`config.mk`:
```
export PLATFORM = sky130hd
export DESIGN_NAME = mem_arbiter
export DESIGN_NICKNAME = d
export VERILOG_FILES = /design/src/rtl/mem_arbiter.sv
export SDC_FILE = /design/constraint.sdc
export NUM_CORES = 1
export LEC_CHECK = 0
export BUFFER_PORTS_ARGS = -buffer_cell sky130_fd_sc_hd__buf_2
export CORE_MARGIN = 3
export CORE_UTILIZATION = 51
export DETAILED_ROUTE_END_ITERATION = 10
export GPL_TIMING_DRIVEN = 0
export MAX_ROUTING_LAYER = met4
export PLACE_DENSITY = 0.87
export SYNTH_ARGS = -nofsm -noshare
export SYNTH_HDL_FRONTEND = slang
export SYNTH_SLANG_ARGS = --single-unit
```
`constraint.sdc`:
```
create_clock -name clk -period 3.03 [get_ports clk]
set_input_delay 0.303 -clock clk [delete_from_list [all_inputs] [get_ports clk]]
set_output_delay 0.303 -clock clk [all_outputs]
set_load 0.005 [all_outputs]
```
`src/rtl/mem_arbiter.sv`:
```
// Arbitrates one single-ported memory between the instruction-fetch and data ports of the core.
// Data accesses win unless a pending fetch has already been passed over MAX_WAIT times in a row.
module mem_arbiter #(
  parameter int unsigned ADDR_W   = 32,
  parameter int unsigned DATA_W   = 32,
  parameter int unsigned MAX_WAIT = 4
) (
  input  logic              clk,
  input  logic              rst,
  input  logic              i_req,
  input  logic [ADDR_W-1:0] i_addr,
  output logic [DATA_W-1:0] i_rdata,
  output logic              i_ack,
  input  logic              d_req,
  input  logic              d_we,
  input  logic [ADDR_W-1:0] d_addr,
  input  logic [DATA_W-1:0] d_wdata,
  output logic [DATA_W-1:0] d_rdata,
  output logic              d_ack,
  output logic              m_req,
  output logic              m_we,
  output logic [ADDR_W-1:0] m_addr,
  output logic [DATA_W-1:0] m_wdata,
  input  logic [DATA_W-1:0] m_rdata,
  input  logic              m_ack,
  output logic              busy
);

  localparam logic [3:0] StreakMax = 4'(MAX_WAIT);

  typedef enum logic [1:0] {StIdle, StIXfer, StDXfer, StDone} state_e;

  state_e            state_q, state_d;
  logic [3:0]        streak_q, streak_d;
  logic              m_req_q, m_req_d;
  logic              m_we_q, m_we_d;
  logic [ADDR_W-1:0] m_addr_q, m_addr_d;
  logic [DATA_W-1:0] m_wdata_q, m_wdata_d;
  logic [DATA_W-1:0] i_rdata_q, i_rdata_d;
  logic [DATA_W-1:0] d_rdata_q, d_rdata_d;
  logic              i_ack_q, i_ack_d;
  logic              d_ack_q, d_ack_d;
  logic              busy_q, busy_d;
  logic              data_wins;

  always_comb begin
    state_d   = state_q;
    streak_d  = streak_q;
    m_req_d   = m_req_q;
    m_we_d    = m_we_q;
    m_addr_d  = m_addr_q;
    m_wdata_d = m_wdata_q;
    i_rdata_d = i_rdata_q;
    d_rdata_d = d_rdata_q;
    i_ack_d   = 1'b0;
    d_ack_d   = 1'b0;
    data_wins = d_req && !(i_req && (streak_q == StreakMax));

    unique case (state_q)
      StIdle: begin
        if (data_wins) begin
          state_d   = StDXfer;
          m_req_d   = 1'b1;
          m_we_d    = d_we;
          m_addr_d  = d_addr;
          m_wdata_d = d_wdata;
          // Only data grants that overtake a waiting fetch count toward starvation.
          if (i_req) begin
            streak_d = (streak_q == StreakMax) ? streak_q : streak_q + 4'd1;
          end else begin
            streak_d = '0;
          end
        end else if (i_req) begin
          state_d  = StIXfer;
          m_req_d  = 1'b1;
          m_we_d   = 1'b0;
          m_addr_d = i_addr;
          streak_d = '0;
        end
      end
      StIXfer: begin
        if (m_ack) begin
          state_d   = StDone;
          m_req_d   = 1'b0;
          m_we_d    = 1'b0;
          i_ack_d   = 1'b1;
          i_rdata_d = m_rdata;
        end
      end
      StDXfer: begin
        if (m_ack) begin
          state_d = StDone;
          m_req_d = 1'b0;
          m_we_d  = 1'b0;
          d_ack_d = 1'b1;
          if (!m_we_q) begin
            d_rdata_d = m_rdata;
          end
        end
      end
      // Ack is visible here; no arbitration so a requester still holding its line is not regranted.
      StDone: begin
        state_d = StIdle;
      end
      default: begin
        state_d = StIdle;
      end
    endcase

    busy_d = (state_d != StIdle);
  end

  always_ff @(posedge clk or negedge rst) begin
    if (!rst) begin
      state_q   <= StIdle;
      streak_q  <= '0;
      m_req_q   <= 1'b0;
      m_we_q    <= 1'b0;
      m_addr_q  <= '0;
      m_wdata_q <= '0;
      i_rdata_q <= '0;
      d_rdata_q <= '0;
      i_ack_q   <= 1'b0;
      d_ack_q   <= 1'b0;
      busy_q    <= 1'b0;
    end else begin
      state_q   <= state_d;
      streak_q  <= streak_d;
      m_req_q   <= m_req_d;
      m_we_q    <= m_we_d;
      m_addr_q  <= m_addr_d;
      m_wdata_q <= m_wdata_d;
      i_rdata_q <= i_rdata_d;
      d_rdata_q <= d_rdata_d;
      i_ack_q   <= i_ack_d;
      d_ack_q   <= d_ack_d;
      busy_q    <= busy_d;
    end
  end

  assign m_req   = m_req_q;
  assign m_we    = m_we_q;
  assign m_addr  = m_addr_q;
  assign m_wdata = m_wdata_q;
  assign i_rdata = i_rdata_q;
  assign d_rdata = d_rdata_q;
  assign i_ack   = i_ack_q;
  assign d_ack   = d_ack_q;
  assign busy    = busy_q;

endmodule

```
-- Word level (Yosys, flattened, before mapping)
Cells that the tools add are included.
- add/sub/neg operators: 1
- eq/ne operators: 7
- muxes and demuxes: 20
- bitwise logic cells: 1
- reduce and logical (&&, ||, !) cells: 14
- operators with widths (operator ; number):
    32-bit 2-to-1 mux ; 2
    4-bit 2-to-1 mux ; 4
    3-bit AND reduction ; 3
    1-bit 2-to-1 mux ; 8
    2-bit 2-to-1 mux ; 3
    3-bit inequality test, second input constant ; 2
    2-bit one-hot mux with 3 select lines ; 1
    2-bit AND reduction ; 3
    2-bit nonzero test ; 3
    4-bit by 1-bit adder with 4-bit output, second input constant ; 1
    2-bit == test, second input constant ; 2
    4-bit by 3-bit == test with 1-bit output, second input constant ; 1
    1-bit one-hot mux with 2 select lines ; 2
    2-bit by 1-bit == test with 1-bit output, second input constant ; 1
    1-bit logical AND ; 2
    2-bit logical NOT ; 1
    2-bit by 1-bit inequality test with 1-bit output, second input constant ; 1
    2-bit OR reduction ; 1
    1-bit logical NOT ; 1
    1-bit NOT ; 1
- flip-flop bits (word level): 139
- input bits: 134
- output and inout bits: 133
- word-level logic and storage cells: 54

-- Logic depth before layout (Yosys ltp)
- depth in word-level cells: 7
- gate-level depth with buffers: 8
- depth with buffers taken out: 5

-- Worst setup path before layout
No wires, ideal clock.
- path type: reg2reg
- from: reg state_q[0]
- to: reg d_rdata_q[10] (netlist: d_rdata[10])
- library setup time: 128 ps
- arrival: 1584 ps
- data required time: 2902 ps
- setup slack: 1318 ps
- cell stages (with the launch flop): 8
- path buffers: 2
- period minus slack after synthesis: 1712 ps
- cell sequence: dfrtp_1 > inv_1 > ha_1 > and2_1 > nand2b_1 > clkbuf_1 > buf_2 > mux2_1
- cells in the longest elaborated chain, start to end: 2
- ends and longest elaborated chain (item ; line ; text):
    from (decl) ; 33 ; state_e state_q, state_d;
    from (signal assigned) ; 115 ; state_q <= StIdle;
    from (signal assigned) ; 127 ; state_q <= state_d;
    2-bit == test ; 59 ; unique case (state_q)
    3-bit AND reduction (no line) ; -- ;
    to (signal assigned) ; 134 ; d_rdata_q <= d_rdata_d;
    to (decl) ; 40 ; logic [DATA_W-1:0] d_rdata_q, d_rdata_d;
No other way between the ends.
A chain may end at the register's enable or synchronous reset.

-- Final worst setup path
- from: reg state_q[0]
- to: reg d_rdata_q[23] (netlist: d_rdata[23])
Same word-level chain as after synthesis.

==> results_dict.tcl <==
set metrics [dict create \
    hold_ws_ns 0.113 \
    cp-end-kind "flop" \
    r2r_end "d_rdata[23]" \
    swShare_pct 32.5 \
    nNetsFinal 885 \
    cts.clk_slew.worst_paths_ns 0.06 \
    final_common_cell "buf_2" \
    setup-tns-final_ns 0 \
    yosys.area.top_type "dfrtp_1" \
    dr.first_iter.drc_count 323 \
    fmax_mhz 501 \
    wl_per_cell_um 17.5 \
    timing.slew.headroom_pct 64.9 \
    period_needed_ns 2.00 \
    crit_arrival_ns 2.27 \
    hpwlAfterDp_um 11700 \
    yosysTopAreaCellShare_pct 58.3 \
    place_worst_setup_slack_ns 1.03 \
    postCtsSetupBuffers 0 \
    grt_pass1_vias 5004 \
    leakage_nw 4.02 \
    setup_slack_ns 1.03 \
    reg2regPathDepth 7 \
    die_x_um 114 \
    crit_required_ns 3.31 \
    power_frac_comb_pct 38.2 \
    syn-instance-count 458 \
    vdd_drop_max_uv 678 \
    min_path_type "in -> reg" \
    ant_nets 0 \
    min_path_cells 2 \
    synthFlopType "dfrtp_1" \
    syn-num-nets 599 \
    syn_to_final_growth_pct 35.2 \
    async_flop_share_pct 100 \
    avgSynthCellArea_um2 13.0 \
    grt.total_usage_pct 25.1 \
    diodes 0 \
    final_cell_mix "buf_2 (281), dfrtp_1 (139), nand2_1 (68)" \
    finalSetupViolCount 0 \
    core_area_um2 11100 \
    drv_cap 0 \
    worstPathMaxFanout 10 \
    fin_util_pct 72.5 \
    io_buffers 265 \
    yosysSeqAreaShare_pct 58.3 \
    vias 4768 \
    cts_sinks 139 \
    p_int_mw 5.70 \
    drt-total-wl_um 15700 \
    firstDrtPassIters 4 \
    yosysUniqueCellTypes 38 \
    p_switching_mw 2.74 \
    seqPwrFrac_pct 38.9 \
    synth_edf_count 0 \
    cts.htree.levels 4 \
    ys_warn_count 0 \
    powerDensity_nw_per_um2 1050 \
    hp-start "m_rdata[5]" \
    cts_inserted_buffers 17 \
    grt_antenna_before_repair 0 \
    hold_viol 0 \
    via_per_inst 5.32 \
    slew_violations 0 \
    r2r_slack_ns 1.03 \
    start_util_pct 53.6 \
    status "completed" \
    fin_skew_ns 0.00902 \
    grt_pass1_wl_um 24800 \
    start_kind "flop" \
    place_congestion 0.908 \
    pin_count 267 \
    clkLatencyLatePin_ns 0.41 \
    rsz0062_at_grt "false" \
    synthTopCellsByArea "dfrtp_1 (58%), mux2_1 (12%), mux2_4 (7.6%)" \
    drive_gt1_share_pct 46.2 \
    die_area_um2 13000 \
    cts_tree "yes" \
    num_rows 38 \
    reg2reg_from "state_q[0]" \
    clockPowerShare_pct 22.9 \
    syn-cell-area_um2 5970 \
    grt_start_max_net_pins 107 \
    ys_seq_elements 139 \
    root_buffer "clkbuf_16" \
    drc 0 \
    path_class "reg -> reg" \
    ctsLongestPathBuffers 2 \
    hold_end "d_rdata[5]" \
    min_period_over_period_pct 65.9 \
    worst_slew_pin_slew_ns 0.527 \
    die_h_um 114 \
    overflow 0 \
]
## area by class of cell
cell class | instances | area (µm²)
flip-flops and latches | 139 | 3480
fillers | 770 | 3060
multi-input cells | 275 | 2260
repair buffers | 267 | 1370
clock buffers | 24 | 492
plain buffers | 36 | 198
well taps | 140 | 175
clock inverters | 7 | 65.1
inverters | 8 | 30.0
## worst max path at each step
stage	startpoint	endpoint	slack (ns)
floorplan	state_q[0]	d_rdata[10]	1.32
global placement	rst	m_wdata[0]	-0.08
detailed placement	state_q[0]	d_rdata[23]	1.03
CTS	state_q[0]	d_rdata[23]	1.0
global route	state_q[0]	d_rdata[26]	0.86
finish	state_q[0]	d_rdata[23]	1.03
## sequential cells by signal, indices dropped and copies added (netlist names)
register and count:
m_we 1, state_q 2, m_wdata 32, m_req 1, d_ack 1, streak_q 4
d_rdata 32, busy 1, i_rdata 32, m_addr 32, i_ack 1
## critical path: stages (launching register included)
cell and delay, ns:
dfrtp_1 0.41, inv_1 0.12, ha_1 0.20, and2_1 0.16
nand2b_1 0.06, clkbuf_1 0.22, buf_2 0.32, mux2_1 0.36
## cell families after synthesis
group	Yosys count	synth area share, %
flip-flops	139	58.3
AND/OR/NAND/NOR	122	10.1
multiplexers	97	20.2
AO/OA/AOI/OAI	49	6.14
buffers and inverters	44	3.82
adder cells (fa/ha/maj)	7	1.47
## what timing repair did
item,in CTS,in global routing
gates resized for setup,0,0
hold buffers,1,0
hold endpoints to repair,33,0
## power groups by stage
stage          clock [mW]  combinational [mW]  sequential, mW
2_1_floorplan           0                1.69            3.34
3_3_place_gp            0                3.12            3.23
5_1_grt              2.05                3.56            3.39
3_5_place_dp            0                3.26            3.30
6_report             1.94                3.22            3.29
4_1_cts              1.97                3.28            3.29
## cells in the mapped netlist (2+ instances only)
library cell and instances:
mux2_4 30, nand4_1 33, a21o_1 2, buf_8 3, ha_1 7, o211ai_1 32, nand3_1 6, dfrtp_1 139
mux2_1 66, and2_1 2, nand2_1 68, o21a_1 2, a221o_1 2, buf_2 17, nor2_1 5, o21ai_1 3
clkbuf_1 14, inv_1 7
## stage by stage
step                      instance area (µm²)  power (mW)  cells
after detailed placement                 7500        6.56    864
after CTS                                8070        8.54    896
after global placement                   7470        6.35    863
after global routing                     8070        9.00    896
final                                    8070        8.45    896
after floorplan                          5970        5.03    458
## per-layer routing
metal | vias to the layer above | GRT usage [%] | routed length (µm)
met1 | 2320 | 28.4 | 5970
met5 | - | - | 0
li1 | 2205 | - | -
met2 | 208 | 43.3 | 8250
met4 | 0 | 8.87 | 386
met3 | 35 | 6.61 | 1100
(Power assumes the default switching activity.)
